[src/rtl/hamming_decoder.sv]
// Hamming(16,11) SECDED decoder: collects a 16-bit codeword as two bytes
// (LSW then MSW), decodes it, and presents one registered result behind a
// valid/ready handshake. Corrected and double-error words are tallied in
// saturating counters.
module hamming_decoder #(
    parameter int unsigned CNT_W = 8
) (
    input  logic              clk,
    input  logic              rst_n,
    input  logic [7:0]        in_byte,
    input  logic              in_valid,
    output logic              in_ready,
    output logic [10:0]       out_data,
    output logic [1:0]        out_status,
    output logic [3:0]        out_pos,
    output logic              out_valid,
    input  logic              out_ready,
    output logic [CNT_W-1:0]  corr_cnt,
    output logic [CNT_W-1:0]  dbl_cnt
);

    localparam int unsigned CODE_W = 16;
    localparam int unsigned DATA_W = 11;
    localparam int unsigned SYN_W  = 4;

    localparam logic [1:0] ST_CLEAN = 2'b00;
    localparam logic [1:0] ST_CORR  = 2'b01;
    localparam logic [1:0] ST_DBL   = 2'b10;

    typedef enum logic [1:0] {
        S_LSW,
        S_MSW,
        S_DEC,
        S_OUT
    } stateT;

    stateT              state;
    stateT              stateNext;
    logic [7:0]         lswReg;
    logic [7:0]         mswReg;
    logic               accept;

    logic [CODE_W-1:0]  code;
    logic [CODE_W-1:0]  fixedCode;
    logic [SYN_W-1:0]   synd;
    logic               parity;
    logic [DATA_W-1:0]  decData;
    logic [1:0]         decStatus;
    logic [SYN_W-1:0]   decPos;

    assign accept = in_valid && in_ready;

    // Next-state logic for the byte-collect / decode / present sequence
    always_comb begin
        stateNext = state;
        unique case (state)
            S_LSW:   if (accept)    stateNext = S_MSW;
            S_MSW:   if (accept)    stateNext = S_DEC;
            S_DEC:                  stateNext = S_OUT;
            S_OUT:   if (out_ready) stateNext = S_LSW;
            default:                stateNext = S_LSW;
        endcase
    end

    // Syndrome, overall parity, single-bit correction and data extraction
    always_comb begin
        code      = {mswReg, lswReg};
        synd      = '0;
        parity    = ^code;
        for (int k = 0; k < int'(SYN_W); k++) begin
            for (int i = 0; i < int'(CODE_W); i++) begin
                if (((i >> k) & 1) != 0) begin
                    synd[k] = synd[k] ^ code[i];
                end
            end
        end
        fixedCode = code;
        decStatus = ST_CLEAN;
        decPos    = '0;
        if (parity) begin
            // Odd parity means one flipped bit; syndrome 0 points at p0 itself
            fixedCode[synd] = ~code[synd];
            decStatus       = ST_CORR;
            decPos          = synd;
        end else if (synd != '0) begin
            decStatus       = ST_DBL;
        end
        decData = {fixedCode[15:9], fixedCode[7:5], fixedCode[3]};
    end

    // State register and registered handshake flags
    always_ff @(posedge clk or negedge rst_n) begin
        if (!rst_n) begin
            state     <= S_LSW;
            in_ready  <= 1'b0;
            out_valid <= 1'b0;
        end else begin
            state     <= stateNext;
            in_ready  <= (stateNext == S_LSW) || (stateNext == S_MSW);
            out_valid <= (stateNext == S_OUT);
        end
    end

    // Capture the two halves of the codeword as they are accepted
    always_ff @(posedge clk or negedge rst_n) begin
        if (!rst_n) begin
            lswReg <= '0;
            mswReg <= '0;
        end else if (accept) begin
            if (state == S_LSW) lswReg <= in_byte;
            if (state == S_MSW) mswReg <= in_byte;
        end
    end

    // Result registers, loaded once on leaving S_DEC and held through S_OUT
    always_ff @(posedge clk or negedge rst_n) begin
        if (!rst_n) begin
            out_data   <= '0;
            out_status <= ST_CLEAN;
            out_pos    <= '0;
        end else if (state == S_DEC) begin
            out_data   <= decData;
            out_status <= decStatus;
            out_pos    <= decPos;
        end
    end

    // Saturating event counters, stepped together with the result registers
    always_ff @(posedge clk or negedge rst_n) begin
        if (!rst_n) begin
            corr_cnt <= '0;
            dbl_cnt  <= '0;
        end else if (state == S_DEC) begin
            if (decStatus == ST_CORR && corr_cnt != '1) corr_cnt <= corr_cnt + CNT_W'(1);
            if (decStatus == ST_DBL  && dbl_cnt  != '1) dbl_cnt  <= dbl_cnt  + CNT_W'(1);
        end
    end

endmodule

[config.mk]
export PLATFORM = sky130hd
export DESIGN_NAME = hamming_decoder
export DESIGN_NICKNAME = d
export VERILOG_FILES = /design/src/rtl/hamming_decoder.sv
export SDC_FILE = /design/constraint.sdc
export NUM_CORES = 1
export LEC_CHECK = 0
export ABC_CLOCK_PERIOD_IN_PS = 4100
export CAP_MARGIN = 0
export CORE_UTILIZATION = 50
export DETAILED_ROUTE_END_ITERATION = 10
export PLACE_DENSITY = 0.79
export SLEW_MARGIN = 30
export SYNTH_ARGS = -nofsm -noshare
export SYNTH_HDL_FRONTEND = slang
export SYNTH_SLANG_ARGS = --single-unit
[constraint.sdc]
create_clock -name clk -period 4.1 [get_ports clk]
set_input_delay 0.82 -clock clk [delete_from_list [all_inputs] [get_ports clk]]
set_output_delay 0.82 -clock clk [all_outputs]
set_load 0.01 [all_outputs]
=== Word-level counts from Yosys, hierarchy flattened ===
Cells that the tools add are included.

* Register bits after elaboration: 53
* Bits in latches: 0
* Memory bits (writable): 0
* ROM bits: 0
* Bits of input ports: 12
* Output and inout bits: 35
* Logic and storage cells: 78
* Memories: 0

* $add $sub $neg: 2
* Multiply operators: 0
* Div/mod/pow operators: 0
* Magnitude comparators: 2
* Equality and inequality tests: 9
* Shift operators: 0
* Multiplexer cells: 13
* Bitwise gates (word level): 29
* Reduce and logical (&&, ||, !) cells: 13

{| class="wikitable"
|+ Operators with widths
! kind !! count
|-
| bitwise XOR 1 bit || 28
|-
| adder 8 x 1 -> 8 bit, second input constant || 2
|-
| bitwise mux 16 bit || 1
|-
| two-way mux 16 bit || 1
|-
| != test 8 bit, second input constant || 2
|-
| parity 16 bit || 1
|-
| two-way mux 2 bit || 5
|-
| equality test 2 bit, second input constant || 4
|-
| case mux 2 bit (4 select lines) || 1
|-
| AND reduction 2 bit || 4
|-
| equality test 2 x 1 -> 1 bit, second input constant || 3
|-
| < comparator 4 x 5 -> 1 bit, second input constant || 1
|-
| binary-select mux 1 bit (select 4 bit) || 1
|-
| demux 1 bit (select 4 bit) || 1
|-
| greater-or-equal comparator 4 x 1 -> 1 bit, second input constant || 1
|-
| logical AND 1 bit || 4
|-
| zero test 2 bit || 2
|-
| two-way mux 4 bit || 1
|-
| nonzero test 4 bit || 1
|-
| two-way mux 1 bit || 2
|-
| logical OR 1 bit || 1
|-
| NOT 1 bit || 1
|}

=== Depth between registers and ports, before layout ===
Gate-level depths: netlist of run 1.

* Word-level depth: 13
* Gate-level depth with buffers: 9

=== Worst setup path after synthesis of run 1 ===
Ideal clock, no wire load.

* Path kind: register to register
* From: register mswReg[3]
* To: register dbl_cnt[1]
* Library setup time: 125 ps
* Data arrival time: 2387 ps
* Data required time: 3975 ps
* Slack: 1588 ps
* Stages on the path, launching flop included: 8
* Period minus slack after synthesis: 2512 ps
* Cells stage by stage: dfrtp_1 -> xor3_2 -> xor3_1 -> nand2_1 -> a21oi_1 -> or3b_1 -> buf_6 -> mux2_4

* Cells in the longest elaborated chain, start to end: 11
* Elaborated cells between the ends (all ways): 18

{| class="wikitable"
|+ RTL lines
! element !! line !! source
|-
| from (decl) || 40 || <nowiki>logic [7:0] mswReg;</nowiki>
|-
| from (signal assigned) || 111 || <nowiki>if (state == S_MSW) mswReg <= in_byte;</nowiki>
|-
| bitwise XOR 1 bit (5 in a row) || 73 || <nowiki>synd[k] = synd[k] ^ code[i];</nowiki>
|-
| nonzero test 4 bit || 85 || <nowiki>end else if (synd != '0) begin</nowiki>
|-
| two-way mux 2 bit || 85 ||
|-
| two-way mux 2 bit * || 80 || <nowiki>if (parity) begin</nowiki>
|-
| equality test 2 bit * || 135 || <nowiki>if (decStatus == ST_DBL && dbl_cnt != '1) dbl_cnt <= dbl_cnt + CNT_W'(1);</nowiki>
|-
| logical AND 1 bit * || 135 ||
|-
| AND reduction 2 bit (no source line) * || -- ||
|-
| to (signal assigned) || 135 ||
|-
| to (decl) || 19 || <nowiki>output logic [CNT_W-1:0] dbl_cnt</nowiki>
|}

Mark *: on every way between the ends. The rest lies on a longest branch, timed or not.
A chain may end at the register's enable or synchronous reset.

=== Worst setup path after layout of run 1 ===
Same ends and word-level chain as after synthesis.

==> results.yml, run 1 <==
status:
  status: "complete, no violations"
synthesis:
  synth_edf_count: 0
  syn_nets: 262
  synth.most_common_cell: "dfrtp_1"
  synth_top_area_frac: 0.4720
  synth.yosys.seq_area_share: 0.4720
  synth_commonest_cells: "dfrtp_1, xnor2_1, nand2_1"
  avgSynthCellArea_um2: 11.33
  synthFlopType: "dfrtp_1"
  synth.distinct_cells: 46
  synth.top_cells.by_area: "dfrtp_1, xnor2_1, mux2_2"
  yosysWarnings: 0
  ys_async_sr_fraction: 1.000
  yosysTopAreaCell: "dfrtp_1"
  synth_area_mm2: 0.002810
  synth-seq-cells: 53
  synthCells: 248
timing:
  fmax_ghz: 0.3552
  worst_slew_pin_slew_ps: 641.4
  tns_ps: 0
  setup_viol: 0
  fin_worst_skew_ps: 5.947
  layout_setup_ws_ps: 1284
  slew_violations: 0
  rsz0062_at_grt: "false"
  slew_headroom: 0.5724
  period_needed_ps: 2816
  hold_viol_final: 0
  min_period_over_period: 0.6867
worst_setup_path:
  path_delay_family: "XOR/XNOR gates"
  cpMaxStageDelayCell: "xor3_1"
  cp_slowest_stage_delay_ps: 620
  cp-start-kind: "register"
  arrival_ps: 3000
  worst-path-max-fanout: 10
  crit_path_end_kind: "register"
  path_cells: "xor3_2, xor3_1, nand2_1, a21oi_1, or3b_1, mux2_4"
  critPathKind: "reg -> reg"
  worst-path-buf-inv: 0
  cp.required_ps: 4290
floorplanning:
  core.rowCount: 26
  die_h_um: 76.97
  die_area_mm2: 0.005924
  die_x_um: 76.97
  initial_core_util: 0.5332
  io_pins: 47
  core_area_mm2: 0.005270
route:
  vias: 1936
  antenna_left: 0
  drtPass1Iterations: 4
  via_per_inst: 5.261
  drc: 0
  wl_mm: 5.062
  avgRoutedWirePerCell_um: 13.76
  dr.first_iter.drc_count: 68
finish:
  num-nets-final: 311
  drive_gt1_frac: 0.1477
  register_area_mm2: 0.001326
  multi_input_area_mm2: 0.001440
  syn_to_final_growth_pct: 22.97
  fillCellCount: 435
  antennaDiodeCount: 0
place:
  dpl.hpwl_mm: 3.733
  place_ws_ps: 1318
  gp_congestion: 0.8270
  numPortBuffers: 46
clock_network:
  cts_resized: 0
  cts.sinks: 53
  clkLatencyLatePin_ps: 300
  clk_pin_slew_ps: 90
  cts_tree: "yes"
  htree_levels: 2
  cts_hold_buf: 0
  cts_setup_buffers: 0
  clk_path_buf_depth: 2
  cts_buffers: 5
  cts_root_buffer: "clkbuf_8"
grt:
  grt_pass1_vias: 1886
  grt_overflow_total: 0
  antenna_found_initial: 0
  grt_max_degree: 54
  grt_pass1_wl_mm: 9.094
  track_usage: 0.1928
hold_path:
  hold_path_class: "reg -> reg"
run:
  cap_violations: 0
==> sequential cells by signal (all words and copies together), names as in the netlist <==
register,cells
dbl_cnt,8
lswReg,8
in_ready,1
out_data,11
mswReg,8
out_status,2
out_valid,1
state,2
corr_cnt,8
out_pos,4
==> placed cells by master (no fill, tap or decap), drive strengths merged, types with 4 or more instances in the layout <==
cell type,count
nand2,25
nand4,4
nor2,19
xor3,4
buf,4
clkbuf,7
mux2i,7
o21ai,12
nor3,4
mux2,18
dfrtp,53
nand3,9
clkdlybuf4s50,45
xnor2,28
xor2,16
==> worst reg2reg max path: stages (launching register included) <==
cell and delay [ps]:
dfrtp_1 490, xor3_2 550, xor3_1 620, nand2_1 120, a21oi_1 210, or3b_1 390
mux2_4 330
==> through the flow <==
stage                     hold WS (ps)  cell area (um^2)  instances    util
after floorplan                  501.5              2810        248       -
after global placement           461.9              3339        360  0.6337
after detailed placement         470.9              3339        360  0.6337
after CTS                        491.4              3456        368  0.6557
after global routing             524.1              3456        368  0.6557
final                            483.3              3456        368  0.6557
==> routing by layer <==
layer	share of wire	up-vias	track usage
met5	0	-	0
met4	0.0079	0	0.05660
met3	0.030	4	0.03333
met2	0.48	42	0.3107
met1	0.48	939	0.2677
li1	-	951	-
==> area by class of cell <==
| cell class | count | share of cell area |
|---|---|---|
| clock buffers | 7 | 0.02498 |
| clock inverters | 1 | 0.008689 |
| multi-input cells | 186 | 0.4167 |
| well taps | 70 | 0.02534 |
| flip-flops and latches | 53 | 0.3838 |
| repair buffers | 49 | 0.1383 |
| inverters | 2 | 0.002172 |
==> cells by family after synthesis <==
kind of cell | count (synthesis) | share of synthesized area
buf+inv | 9 | 0.01558
compound gates | 30 | 0.06990
fa+ha+maj | 2 | 0.008903
flops | 53 | 0.4719
xor+xnor | 49 | 0.1932
simple gates | 80 | 0.1420
mux | 25 | 0.09840
==> worst paths after layout <==
path	from	slack, ps	end	depth (start not counted)
setup / recovery	mswReg[3]	1280	dbl_cnt[1]	6
hold / removal	out_data[2]	480	out_data[2]	2
setup reg to reg	mswReg[3]	1280	dbl_cnt[1]	6
hold reg to reg	out_data[2]	480	out_data[2]	2
max in group asynchronous	rst_n	3050	lswReg[3]	2
min in group asynchronous	rst_n	620	lswReg[7]	2
Power of run 1 is left out: the tool's default activity adds up to more than one toggle a clock period on the data nets, which glitch-free logic cannot reach.
==> run 2: changes to the inputs <==
--- a/config.mk
+++ b/config.mk
@@ -5,9 +5,9 @@
 export SDC_FILE = /design/constraint.sdc
 export NUM_CORES = 1
 export LEC_CHECK = 0
-export ABC_CLOCK_PERIOD_IN_PS = 4100
+export ABC_CLOCK_PERIOD_IN_PS = 2400
 export CAP_MARGIN = 0
-export CORE_UTILIZATION = 50
+export CORE_UTILIZATION = 48
 export DETAILED_ROUTE_END_ITERATION = 10
 export PLACE_DENSITY = 0.79
 export SLEW_MARGIN = 30
==> constraint.sdc (replaced) <==
create_clock -name clk -period 2.4 [get_ports clk]
set_input_delay 0.48 -clock clk [delete_from_list [all_inputs] [get_ports clk]]
set_output_delay 0.48 -clock clk [all_outputs]
set_load 0.01 [all_outputs]
==> run 2 against run 1 <==
  * Wire length rose by 14%
  * Sequential share of layout area fell by 2.9 points
  * Via count rose by 8.8%
==> results.yml, run 2 (synthesis results as in run 1) <==
worst_setup_path:
  cp-startpoint: "lswReg[1]"
  rrSetupSlack_ps: 30
  ff2ff_path_depth: 6
  critPathKind: "reg -> reg"
  worst-path-max-fanout: 8
  crit_path_end_kind: "register"
  crit_end: "dbl_cnt[1]"
  arrival_ps: 2560
  cp.required_ps: 2590
  reg2reg_to: "dbl_cnt[1]"
  cp-start-kind: "register"
  rr_startpoint: "lswReg[1]"
timing:
  slew_headroom: 0.6132
  min_period_over_period: 0.9864
  tns_ps: 0
  slew_violations: 0
  rsz0062_at_grt: "true"
  fin_worst_skew_ps: 5.917
  period_needed_ps: 2367
  setup_viol: 0
  fmax_ghz: 0.4224
  worst_slew_pin_slew_ps: 580.2
  hold_viol_final: 0
clock_network:
  cts_buffers: 5
  cts_hold_buf: 0
  htree_levels: 2
  clk_pin_slew_ps: 90
  clk_path_buf_depth: 2
  cts.sinks: 53
  cts_tree: "yes"
  cts_root_buffer: "clkbuf_8"
  clkLatencyLatePin_ps: 300
run:
  cap_violations: 0
floorplanning:
  die_x_um: 78.52
  core.rowCount: 27
  initial_core_util: 0.5042
  core_area_mm2: 0.005574
  die_area_mm2: 0.006165
  die_h_um: 78.52
  io_pins: 47
route:
  dr.first_iter.drc_count: 143
  antenna_left: 0
  wl_mm: 5.779
  avgRoutedWirePerCell_um: 14.34
  vias: 2107
  drc: 0
  drtPass1Iterations: 4
  via_per_inst: 5.228
status:
  status: "complete, no violations"
grt:
  antenna_found_initial: 0
  grt_overflow_total: 0
  grt_max_degree: 30
  grt_pass1_vias: 2044
  grt_pass1_wl_mm: 9.646
  track_usage: 0.2045
place:
  dpl.hpwl_mm: 4.449
  placed_cells: 388
  gp_congestion: 0.8802
  numPortBuffers: 46
finish:
  antennaDiodeCount: 0
  instances_no_fill: 403
  final_cell_mix: "dfrtp_1, clkdlybuf4s50_1, buf_4, xnor2_1, nand2_1"
  drive_gt1_frac: 0.2598
  final_common_cell: "dfrtp_1"
  largest_register: "out_data"
  num-nets-final: 345
  syn_to_final_growth_pct: 33.35
  post-route-util: 0.6723
  largest_reg_flops: 11
hold_path:
  hold_path_class: "in -> async"
==> run 2: worst min-delay path by stage <==
stage | slack, ps | startpoint | end | cells past startpoint
after detailed placement | 470 | out_pos[3] | out_pos[3] | 2
after CTS | 180 | rst_n | out_data[4] | 1
after floorplan | 180 | rst_n | corr_cnt[0] | 0
final | 170 | rst_n | lswReg[0] | 1
after global routing | 200 | rst_n | out_data[6] | 1
after global placement | 460 | out_data[3] | out_data[3] | 2
==> run 2: cell type report <==
class | instances | area (um^2)
timing repair buffer | 83 | 745.7
clock buffer | 7 | 86.33
inverter | 2 | 7.507
sequential | 53 | 1331
fill | 442 | 1827
multi-input combinational | 186 | 1486
tap | 72 | 90.09
==> run 2: what timing repair did <==
action,CTS,global route
pin swaps,0,7
buffers inserted,0,8
gates resized for setup,1,10
setup endpoints to repair,5,10
==> run 2: per-layer routing <==
layer | track usage | share of wire | vias to the layer above
met5 | 0 | 0 | -
met4 | 0.08333 | 0.017 | 0
met3 | 0.02791 | 0.046 | 9
met2 | 0.3348 | 0.50 | 57
met1 | 0.2725 | 0.44 | 1017
li1 | - | - | 1024
==> run 2: worst max-delay path, cell delays in order, from the launching register on <==
cell	delay [ps]
dfrtp_1	420
xor3_1	480
xnor3_2	400
nand2_2	120
a21oi_2	50
or3b_4	470
mux2_4	320
==> run 2: metrics by stage <==
| step | setup slack, ps | area (um^2) | hold slack, ps |
|---|---|---|---|
| floorplan | -7.234 | 2811 | 184.4 |
| global placement | 11.41 | 3551 | 460.2 |
| detailed placement | -57.80 | 3551 | 471.4 |
| CTS | 41.33 | 3640 | 183.4 |
| global route | -21.49 | 3747 | 203.7 |
| finish | 32.67 | 3747 | 171.6 |
Power of run 2 is left out for the same reason.
